===== src/rtl/alu_pkg.sv =====
// Shared definitions for the ALU command front end: opcodes, FSM states and
// byte0 field positions.
package alu_pkg;

    localparam logic [2:0] OP_ADD     = 3'd0;
    localparam logic [2:0] OP_SUB     = 3'd1;
    localparam logic [2:0] OP_AND     = 3'd2;
    localparam logic [2:0] OP_OR      = 3'd3;
    localparam logic [2:0] OP_XOR     = 3'd4;
    localparam logic [2:0] OP_SHADD   = 3'd5;
    localparam logic [2:0] OP_MUL6    = 3'd6;
    localparam logic [2:0] OP_ILLEGAL = 3'd7;

    // byte0 = {sel, addr, rsvd}
    localparam int SEL_HI  = 7;
    localparam int SEL_LO  = 5;
    localparam int ADDR_HI = 4;
    localparam int ADDR_LO = 2;

    typedef enum logic [2:0] {
        S_IDLE  = 3'd0,
        S_GET_A = 3'd1,
        S_GET_B = 3'd2,
        S_ISSUE = 3'd3,
        S_WAIT  = 3'd4
    } state_e;

endpackage


===== src/rtl/alu_issue_if.sv =====
// Byte-stream input and ALU issue bus of the command front end.
// master = the issue block, slave = byte source plus ALU.
interface alu_issue_if;
    logic [7:0] in_data;
    logic       in_valid;
    logic       in_ready;
    logic [7:0] alu_a;
    logic [7:0] alu_b;
    logic [2:0] alu_sel;
    logic [2:0] alu_addr;
    logic       alu_en;
    logic       alu_out_en;

    modport master (
        input  in_data, in_valid, alu_out_en,
        output in_ready, alu_a, alu_b, alu_sel, alu_addr, alu_en
    );

    modport slave (
        output in_data, in_valid, alu_out_en,
        input  in_ready, alu_a, alu_b, alu_sel, alu_addr, alu_en
    );
endinterface


===== src/rtl/alu_issue_timer.sv =====
// WAIT-state timeout counter; expire is asserted on the WAIT cycle whose
// edge brings the count to TIMEOUT_CYCLES without a completion.
module alu_issue_timer #(
    parameter int TIMEOUT_CYCLES = 16,
    parameter int TO_W           = 5
) (
    input  logic clk,
    input  logic rst_n,
    input  logic clear,
    input  logic run,
    input  logic done,
    output logic expire
);

    logic [TO_W-1:0] cnt;

    always_ff @(posedge clk or negedge rst_n) begin
        if (!rst_n)
            cnt <= '0;
        else if (clear)
            cnt <= '0;
        else if (run && !done)
            cnt <= cnt + 1'b1;
    end

    // completion in the limit cycle suppresses the expiry
    assign expire = run && !done && (cnt == TO_W'(TIMEOUT_CYCLES - 1));

endmodule


===== src/rtl/alu_issue.sv =====
// Byte-serial command assembler and issue sequencer in front of the ALU.
// Optional WAIT timeout is enabled with the ALU_ISSUE_TIMEOUT_EN macro.
module alu_issue
    import alu_pkg::*;
#(
    parameter int TIMEOUT_CYCLES = 16,
    parameter int TO_W           = 5
) (
    input  logic        clk,
    input  logic        rst_n,
    alu_issue_if.master bus,
    output logic        busy,
    output logic        err_sel,
    output logic        err_timeout,
    input  logic        err_clr,
    output logic [7:0]  issue_cnt
);

    if ((2 ** TO_W) <= TIMEOUT_CYCLES) begin : g_bad_to_w
        $error("TO_W too narrow for TIMEOUT_CYCLES");
    end

    state_e     state, state_nxt;
    logic       acc;
    logic [2:0] hdr_sel;
    logic       hdr_ok;
    logic       hdr_bad;
    logic       to_expire;
    logic [7:0] a_q, b_q;
    logic [2:0] sel_q, addr_q;

    assign acc     = bus.in_valid && bus.in_ready;
    assign hdr_sel = bus.in_data[SEL_HI:SEL_LO];
    assign hdr_ok  = (state == S_IDLE) && acc && (hdr_sel != OP_ILLEGAL);
    assign hdr_bad = (state == S_IDLE) && acc && (hdr_sel == OP_ILLEGAL);

    always_ff @(posedge clk or negedge rst_n) begin
        if (!rst_n) state <= S_IDLE;
        else        state <= state_nxt;
    end

    always_comb begin
        state_nxt = state;
        case (state)
            S_IDLE:  if (hdr_ok) state_nxt = S_GET_A;
            S_GET_A: if (acc)    state_nxt = S_GET_B;
            S_GET_B: if (acc)    state_nxt = S_ISSUE;
            S_ISSUE:             state_nxt = S_WAIT;
            S_WAIT: begin
                if (bus.alu_out_en || to_expire) state_nxt = S_IDLE;
            end
            default:             state_nxt = S_IDLE;
        endcase
    end

    assign bus.in_ready = (state == S_IDLE) || (state == S_GET_A) || (state == S_GET_B);
    assign busy         = (state != S_IDLE);
    assign bus.alu_en   = (state == S_ISSUE);
    assign bus.alu_a    = a_q;
    assign bus.alu_b    = b_q;
    assign bus.alu_sel  = sel_q;
    assign bus.alu_addr = addr_q;

    // operand fields hold until the next frame overwrites them
    always_ff @(posedge clk or negedge rst_n) begin
        if (!rst_n) begin
            a_q       <= '0;
            b_q       <= '0;
            sel_q     <= '0;
            addr_q    <= '0;
            issue_cnt <= '0;
            err_sel   <= 1'b0;
        end else begin
            if (hdr_ok) begin
                sel_q  <= hdr_sel;
                addr_q <= bus.in_data[ADDR_HI:ADDR_LO];
            end
            if ((state == S_GET_A) && acc) a_q <= bus.in_data;
            if ((state == S_GET_B) && acc) b_q <= bus.in_data;
            if (state == S_ISSUE) issue_cnt <= issue_cnt + 8'd1;
            if (hdr_bad)      err_sel <= 1'b1;
            else if (err_clr) err_sel <= 1'b0;
        end
    end

`ifdef ALU_ISSUE_TIMEOUT_EN
    alu_issue_timer #(
        .TIMEOUT_CYCLES (TIMEOUT_CYCLES),
        .TO_W           (TO_W)
    ) u_timer (
        .clk    (clk),
        .rst_n  (rst_n),
        .clear  (state == S_ISSUE),
        .run    (state == S_WAIT),
        .done   (bus.alu_out_en),
        .expire (to_expire)
    );

    always_ff @(posedge clk or negedge rst_n) begin
        if (!rst_n)         err_timeout <= 1'b0;
        else if (to_expire) err_timeout <= 1'b1;
        else if (err_clr)   err_timeout <= 1'b0;
    end
`else
    assign to_expire   = 1'b0;
    assign err_timeout = 1'b0;
`endif

endmodule


===== src/flat_wrapper.sv =====
// flat-port wrapper written by rule: the top's interface ports become plain ports
module alu_issue_flat import alu_pkg::*;
#(
    parameter int TIMEOUT_CYCLES = 16,
    parameter int TO_W           = 5
)
  (clk, rst_n, busy, err_sel, err_timeout, err_clr, issue_cnt, bus_in_data, bus_in_valid, bus_alu_out_en, bus_in_ready, bus_alu_a, bus_alu_b, bus_alu_sel, bus_alu_addr, bus_alu_en);
  alu_issue_if bus_i ();
  input  logic clk;
  input  logic rst_n;
  output logic busy;
  output logic err_sel;
  output logic err_timeout;
  input  logic err_clr;
  output logic [7:0] issue_cnt;
  input wire logic [$bits(bus_i.in_data)-1:0] bus_in_data;
  input wire logic [$bits(bus_i.in_valid)-1:0] bus_in_valid;
  input wire logic [$bits(bus_i.alu_out_en)-1:0] bus_alu_out_en;
  output wire logic [$bits(bus_i.in_ready)-1:0] bus_in_ready;
  output wire logic [$bits(bus_i.alu_a)-1:0] bus_alu_a;
  output wire logic [$bits(bus_i.alu_b)-1:0] bus_alu_b;
  output wire logic [$bits(bus_i.alu_sel)-1:0] bus_alu_sel;
  output wire logic [$bits(bus_i.alu_addr)-1:0] bus_alu_addr;
  output wire logic [$bits(bus_i.alu_en)-1:0] bus_alu_en;
  assign bus_i.in_data = bus_in_data;
  assign bus_i.in_valid = bus_in_valid;
  assign bus_i.alu_out_en = bus_alu_out_en;
  assign bus_in_ready = bus_i.in_ready;
  assign bus_alu_a = bus_i.alu_a;
  assign bus_alu_b = bus_i.alu_b;
  assign bus_alu_sel = bus_i.alu_sel;
  assign bus_alu_addr = bus_i.alu_addr;
  assign bus_alu_en = bus_i.alu_en;
  alu_issue #(.TIMEOUT_CYCLES(TIMEOUT_CYCLES), .TO_W(TO_W)) u_core (.clk(clk), .rst_n(rst_n), .bus(bus_i), .busy(busy), .err_sel(err_sel), .err_timeout(err_timeout), .err_clr(err_clr), .issue_cnt(issue_cnt));
endmodule

===== config.mk =====
export PLATFORM = sky130hd
export DESIGN_NAME = alu_issue_flat
export DESIGN_NICKNAME = d
export VERILOG_FILES = /design/src/rtl/alu_pkg.sv /design/src/rtl/alu_issue_if.sv /design/src/rtl/alu_issue_timer.sv /design/src/rtl/alu_issue.sv /design/src/flat_wrapper.sv
export SDC_FILE = /design/constraint.sdc
export NUM_CORES = 1
export LEC_CHECK = 0
export BUFFER_PORTS_ARGS = -buffer_cell sky130_fd_sc_hd__buf_4
export CORE_ASPECT_RATIO = 0.75
export CORE_MARGIN = 2
export CORE_UTILIZATION = 45
export CTS_BUF_LIST = sky130_fd_sc_hd__clkbuf_8
export DETAILED_ROUTE_END_ITERATION = 8
export PLACE_DENSITY = 0.73
export SYNTH_ARGS = -nofsm -noshare
export SYNTH_HDL_FRONTEND = slang
export SYNTH_SLANG_ARGS = --single-unit

===== constraint.sdc =====
create_clock -name clk -period 2.1 [get_ports clk]
set_input_delay 0.315 -clock clk [delete_from_list [all_inputs] [get_ports clk]]
set_output_delay 0.315 -clock clk [all_outputs]
set_load 0.01 [all_outputs]

# --- Word-level counts from Yosys, hierarchy flattened ---
# Index checks and enable logic that the tools add are counted.
op_classes:
  addsub: 1
  mul: 0
  div_mod_pow: 0
  order_cmp: 0
  eq_ne: 10
  shifts: 0
  n_mux: 7
  bitwise_logic: 0
  n_reduce_logical: 12
ops:
  columns: ["op", "n"]
  rows:
  - ["$pmux W3 S5", 1]
  - ["$mux W3", 4]
  - ["$add A8 B1 Y8 const B", 1]
  - ["$eq A3 B2 Y1 const B", 2]
  - ["$eq A3 B3 Y1 const B", 2]
  - ["$logic_and A1 B1 Y1", 6]
  - ["$ne A2 B1 Y1 const B", 3]
  - ["$reduce_and A4 Y1", 1]
  - ["$eq A3 B1 Y1 const B", 1]
  - ["$logic_not A3 Y1", 1]
  - ["$ne A3 B3 Y1 const B", 1]
  - ["$reduce_bool A3 Y1", 1]
  - ["$logic_or A1 B1 Y1", 2]
  - ["$mux W1", 2]
  - ["$ne A2 B2 Y1 const B", 1]
  - ["$reduce_bool A2 Y1", 1]
totals:
  ff_bits: 34
  latch_bits: 0
  ramBits: 0
  romBits: 0
  in_bits: 13
  output_inout_bits: 35
  wordCells: 37
  mem_count: 0

# --- Depth between registers and ports, before layout ---
# Gate-level depths: netlist of run 1.
logic_depth:
  word_depth: 8
  ltp_mapped: 5
  depth_no_buf: 4

# --- Worst setup path after synthesis of run 1 ---
# OpenSTA, ideal clock, no wires.
synth_path:
  kind: "register to register"
  startpoint: "reg u_core.state[2]"
  endpoint: "reg u_core.addr_q[0] (netlist: u_core.bus.alu_addr[0])"
  arrival_ns: 1.573
  setup_slack_ns: 0.402
  stages_incl_launch_ff: 6
  n_path_buf: 2
  cell_sequence: "dfrtp_1 buf_6 or4b_4 nor2b_4 buf_6 mux2_4"
synth_between:
  elab_chain_cells: 6
  elab_cells_between_ends: 8
synth_rtl:
  columns: ["element", "line_no", "source"]
  rows:
  - ["start: declaration", "alu_issue.sv:23", "state_e state, state_nxt;"]
  - ["start signal: assignment", "alu_issue.sv:39", "else state <= state_nxt;"]
  - ["$eq A3 B1 Y1 or $logic_not A3 Y1 (tied branches)", "alu_issue.sv:56, alu_issue.sv:34", null]
  - ["$logic_or A1 B1 Y1 (2 in a row)", "alu_issue.sv:56", "assign bus.in_ready = (state == S_IDLE) || (state == S_GET_A) || (state == S_GET_B);"]
  - ["$logic_and A1 B1 Y1", "alu_issue.sv:32", "assign acc = bus.in_valid && bus.in_ready;"]
  - ["$logic_and A1 B1 Y1 * (2 in a row)", "alu_issue.sv:34", "assign hdr_ok = (state == S_IDLE) && acc && (hdr_sel != OP_ILLEGAL);"]
  - ["end signal: assignment", "alu_issue.sv:76", "addr_q <= bus.in_data[ADDR_HI:ADDR_LO];"]
  - ["end: declaration", "alu_issue.sv:30", "logic [2:0] sel_q, addr_q;"]
# Every way passes the cells marked *; elsewhere a longest branch is shown, timed or not.
# A chain may end at the register's enable or synchronous reset.

# --- Worst setup path after layout of run 1 ---
# Same ends and word-level chain as after synthesis.

==> results of run 1 <==
==> timing repair <==
action | in CTS | in global routing
resized for setup | 0 | 0
hold buffers | 1 | 0
endpoints found under the hold margin | 34 | 0
==> worst paths after layout <==
kind,slack [ns],end,depth (start not counted)
hold / removal,0.23,u_core.err_sel$_DFFE_PN0P_,2
hold reg to reg,0.47,u_core.issue_cnt[7]$_DFFE_PN0P_,1
max in group asynchronous,1.25,u_core.bus.alu_a[5]$_DFFE_PN0P_,2
setup / recovery,0.33,u_core.bus.alu_addr[0]$_DFFE_PN0P_,3
min in group asynchronous,0.54,u_core.bus.alu_a[3]$_DFFE_PN0P_,2
setup reg to reg,0.33,u_core.bus.alu_addr[0]$_DFFE_PN0P_,3
==> registers in the layout (all words and copies together) (netlist names) <==
signal	flops
u_core.bus.alu_a	8
u_core.issue_cnt	8
u_core.bus.alu_sel	3
u_core.bus.alu_b	8
u_core.err_sel	1
u_core.state	3
u_core.bus.alu_addr	3
==> synth_stat cells (2+ instances only) <==
| master | n | area share [%] |
|---|---|---|
| nand3_1 | 2 | 0.70 |
| buf_2 | 3 | 1.0 |
| a21oi_1 | 2 | 0.70 |
| mux2_4 | 3 | 3.1 |
| nand4_1 | 3 | 1.3 |
| dfrtp_1 | 34 | 59 |
| xnor2_1 | 5 | 3.0 |
| inv_1 | 3 | 0.78 |
| o22a_2 | 3 | 2.1 |
| nor2_1 | 2 | 0.52 |
| nor3_1 | 2 | 0.70 |
| xor2_1 | 2 | 1.2 |
| buf_6 | 2 | 1.6 |
| mux2_2 | 17 | 13 |
| nand2_1 | 7 | 1.8 |
==> per-layer routing <==
layer  vias to the layer above  track usage, %  wire length [µm]
met2                        25            34.0              1600
met5                         -               0                 0
met3                         9            5.90               156
li1                        466               -                 -
met1                       519            20.7              1260
met4                         0            10.8                68
==> final cells by class <==
type	count	share of cell area, %
timing repair buffer	49	19.3
multi-input combinational	62	27.7
tap	38	2.48
sequential	34	44.4
clock inverter	3	1.96
inverter	3	0.587
clock buffer	5	3.59
==> kinds of logic after synthesis <==
group           after synthesis
xor+xnor                      7
buf+inv                       9
other cells                   1
compound gates                7
simple gates                 26
flops                        34
fa+ha+maj                     1
mux                          20
==> worst max-delay path, delay by kind of cell (launching register included) <==
kind | cells | cell delay (ns)
AND/OR/NAND/NOR | 2 | 0.87
flip-flops | 1 | 0.47
multiplexers | 1 | 0.32
==> stage by stage <==
stage / instances / power [µW] / setup slack, ns / instance area, µm² / hold slack (ns)
after floorplan: 105 / 1780 / 0.402 / 1440 / 0.0194
after global placement: 185 / 2300 / 0.391 / 1800 / 0.275
after detailed placement: 185 / 2350 / 0.329 / 1800 / 0.282
after CTS: 194 / 2950 / 0.318 / 1920 / 0.224
after global routing: 194 / 3090 / 0.221 / 1920 / 0.236
final: 194 / 2900 / 0.328 / 1920 / 0.230
==> cells in the final DEF, fill, tap and decap left out, types with 2 or more instances in the layout <==
cell      count
mux2_2       17
inv_1         5
xnor2_1       5
nor3_1        2
o22a_2        3
xor2_1        2
mux2_4        3
nand2_1       7
nand4_1       3
nand3_1       2
buf_4        48
clkbuf_8      5
a21oi_1       2
nor2_1        2
dfrtp_1      34
==> power breakdown <==
| part | switching (µW) | total (µW) | internal [µW] |
|---|---|---|---|
| Sequential | 219 | 1150 | 932 |
| Clock | 220 | 565 | 345 |
| Combinational | 495 | 1190 | 694 |
==> impl_metrics.json, run 1 <==
{
  "cp.arrival_ns": 1.95,
  "n_fill_cell": 239,
  "totalWireLength_um": 3080,
  "fin_util_pct": 63.9,
  "power.leakage_uw": 0.000930,
  "wl_per_cell_um": 15.9,
  "ys_types": 30,
  "crit_path_cell_trace": "or4b_4, nor2b_4, mux2_4",
  "synth_nets": 119,
  "min_from": "err_clr",
  "post-dp-hpwl_um": 2160,
  "path_clk_slew_ns": 0.07,
  "rsz0062_at_grt": "no",
  "period_share_pct": 84.4,
  "synth_edf_count": 0,
  "max_stage_delay_ns": 0.63,
  "clock-root-buffer": "clkbuf_8",
  "antenna_found_initial": 0,
  "num_rows": 17,
  "drcViolationCount": 0,
  "fin_crit_ns": 1.77,
  "cts.sinks": 34,
  "status": "complete, no violations",
  "synth_area_per_cell_um2": 13.7,
  "syn_to_final_growth_pct": 33.3,
  "final.setup_skew_ns": 0.00683,
  "synth_cells": 105,
  "ys_warn_count": 0,
  "synthAdderAreaFrac_pct": 0.870,
  "ys.flop_type": "dfrtp_1",
  "max_freq_mhz": 564,
  "die-area_mm2": 0.00367,
  "drv_cap": 0,
  "postCtsSetupBuffers": 0,
  "drt-initial-drc-count": 48,
  "yosysSeqAreaShare_pct": 59.2,
  "ios": 48,
  "hp-class": "in2reg",
  "slew_viol_final": 0,
  "synth_compound_area_share_pct": 3.57,
  "dr.pass1.iters": 4,
  "regToRegStartpoint": "u_core.state[2]$_DFFE_PN0P_",
  "synth_area_mm2": 0.00144,
  "path_max_fanout": 10,
  "diodes": 0,
  "finalNetCount": 169,
  "drive_above_1_share_pct": 53.2,
  "ys_ff_latch": 34,
  "synth_top_family_by_area": "multiplexers",
  "irDropWorstVdd_uv": 856,
  "seqCellArea_um2": 851,
  "finalSetupViolCount": 0,
  "pwr_density_cell_mw_per_mm2": 1510,
  "gp_congestion": 0.735,
  "hold_viol": 0,
  "synthSimpleGateAreaFrac_pct": 11.5,
  "startpoint": "u_core.state[2]$_DFFE_PN0P_",
  "grt_usage_pct": 19.1,
  "crit_slowest_cell": "or4b_4",
  "numPortBuffers": 46,
  "htreeDepth": 2,
  "drtAntennaViolNets": 0,
  "overflow": 0,
  "drt-vias-per-instance": 5.25,
  "clk_latency_ns": 0.29,
  "grt_pass1_wl_um": 5130,
  "multi_input_area_um2": 531,
  "timing.setup.tns_ns": 0,
  "synthMuxAreaShare_pct": 16.4,
  "die_w_um": 69.3,
  "cp-end-kind": "register",
  "start_util_pct": 47.9,
  "critPathKind": "reg2reg",
  "grt_pass1_vias": 1068,
  "die_h_um": 53.0,
  "fp.coreArea_mm2": 0.00300,
  "synth-xor-area-share_pct": 4.26,
  "start_kind": "register",
  "cts_tree": "done",
  "grt_start_max_net_pins": 35,
  "ys_async_sr_fraction_pct": 100,
  "cp.required_ns": 2.28,
  "vias": 1019,
  "numCtsBuffers": 5,
  "clock_path_buffers": 2
}
Note: power is estimated with default switching activity, not from simulation.
==> inputs of run 2 (changes only) <==
Clock period 2.1 ns to 1.75 ns, I/O delays scaled along.
==> impl_metrics.json, run 2 (synthesis results as in run 1) <==
{
  "fp.coreArea_mm2": 0.00300,
  "period_share_pct": 96.5,
  "start_kind": "register",
  "critPathKind": "reg2out",
  "cts.sinks": 34,
  "status": "complete, no violations",
  "grt_start_max_net_pins": 35,
  "drv_cap": 0,
  "start_util_pct": 47.9,
  "clk_latency_ns": 0.28,
  "finalSetupViolCount": 0,
  "rsz0062_at_grt": "no",
  "finalWorstSetupSlack_ns": 0.0612,
  "drive_above_1_share_pct": 54.7,
  "path_clk_slew_ns": 0.07,
  "post-dp-hpwl_um": 2180,
  "max_stage_delay_ns": 0.47,
  "clock_path_buffers": 2,
  "numCtsBuffers": 5,
  "overflow": 0,
  "num_rows": 17,
  "htreeDepth": 2,
  "numPortBuffers": 46,
  "drt-vias-per-instance": 5.03,
  "mostFrequentLayoutCells": "buf_4, dfrtp_1, mux2_2, nand2_1",
  "die_h_um": 53.0,
  "hp-class": "in2reg",
  "timing.setup.tns_ns": 0,
  "grt_usage_pct": 17.5,
  "antenna_found_initial": 0,
  "drcViolationCount": 0,
  "wl_per_cell_um": 14.8,
  "totalWireLength_um": 2950,
  "path_max_fanout": 9,
  "grt_pass1_vias": 978,
  "dr.pass1.iters": 4,
  "dp.cells": 188,
  "vias": 1000,
  "pwr_density_cell_mw_per_mm2": 1750,
  "fin_total_pwr_uw": 3380,
  "crit_slowest_cell": "or3_2",
  "whs_ns": 0.175,
  "cp-end-kind": "primary output",
  "hold_viol": 0,
  "preCtsSetupSlack_ns": 0.101,
  "ios": 48,
  "finalNetCount": 175,
  "clock-root-buffer": "clkbuf_8",
  "final_common_cell": "buf_4",
  "max_freq_mhz": 592,
  "power.leakage_uw": 0.000945,
  "die_w_um": 69.3,
  "syn_to_final_growth_pct": 34.6,
  "cp.arrival_ns": 1.43,
  "crit_path_cell_trace": "buf_6, or3_2, buf_4",
  "drtAntennaViolNets": 0,
  "diodes": 0,
  "cts_tree": "done",
  "slew_viol_final": 0,
  "grt_pass1_wl_um": 4820,
  "die-area_mm2": 0.00367,
  "final.setup_skew_ns": 0.00633,
  "gp_congestion": 0.714,
  "drt-initial-drc-count": 49,
  "stdcell_count": 199,
  "irDropWorstVdd_uv": 897,
  "fin_crit_ns": 1.69,
  "cp.required_ns": 1.49
}
[run 2: changes by cell type in the layout (fill, tap and decap cells not counted)]
cell / delta
buf_4: +5
bufinv_16: -1
buf_6: +1
[run 2: final timing paths]
| kind | from | slack, ns | cells past startpoint | endpoint |
|---|---|---|---|---|
| worst max-delay path | u_core.state[2]$_DFFE_PN0P_ | 0.06 | 3 | busy |
| worst min register to register | u_core.issue_cnt[7]$_DFFE_PN0P_ | 0.47 | 1 | u_core.issue_cnt[7]$_DFFE_PN0P_ |
| worst min-delay path | err_clr | 0.18 | 2 | u_core.err_sel$_DFFE_PN0P_ |
| worst max register to register | u_core.state[2]$_DFFE_PN0P_ | 0.09 | 3 | u_core.bus.alu_addr[1]$_DFFE_PN0P_ |
| min in group asynchronous | rst_n | 0.50 | 2 | u_core.bus.alu_b[3]$_DFFE_PN0P_ |
| max in group asynchronous | rst_n | 0.95 | 2 | u_core.issue_cnt[3]$_DFFE_PN0P_ |
[run 2: worst max-delay path, delay by kind of cell (launching register included)]
| kind | cells | cell delay [ns] |
|---|---|---|
| buf+inv | 2 | 0.29 |
| flops | 1 | 0.39 |
| simple gates | 1 | 0.47 |
[run 2: timing repair]
item / in CTS / in global routing
hold buffers: 1 / 0
setup buffers: 0 / 3
gates resized for setup: 0 / 1
endpoints found under the setup margin: 0 / 2
endpoints found under the hold margin: 34 / 0
[run 2: per-layer routing]
metal | global-route usage (%) | routed length, µm
met5 | 0 | 0
met3 | 6.10 | 173
met4 | 5.88 | 25
met1 | 22.9 | 1300
met2 | 27.2 | 1450
[run 2: power breakdown]
part,internal [µW],leakage [µW],total [µW],switching (µW)
combinational,891,0.000480,1520,627
sequential,1120,0.000418,1340,223
clock,262,0.0000466,521,260
total,2270,0.000945,3380,1110
[run 2: per-stage QoR]
step / util, % / cell area (µm²)
after floorplan: - / 1440
after global placement: 60.8 / 1820
after detailed placement: 60.8 / 1820
after CTS: 63.7 / 1910
after global routing: 64.5 / 1940
final: 64.5 / 1940
[run 2: final cells by class]
cell class,instances,area (µm²)
inverters,3,11.3
fillers,240,1060
flip-flops and latches,34,851
well taps,38,47.5
multi-input cells,62,531
repair buffers,55,419
clock inverters,2,7.51
clock buffers,5,68.8
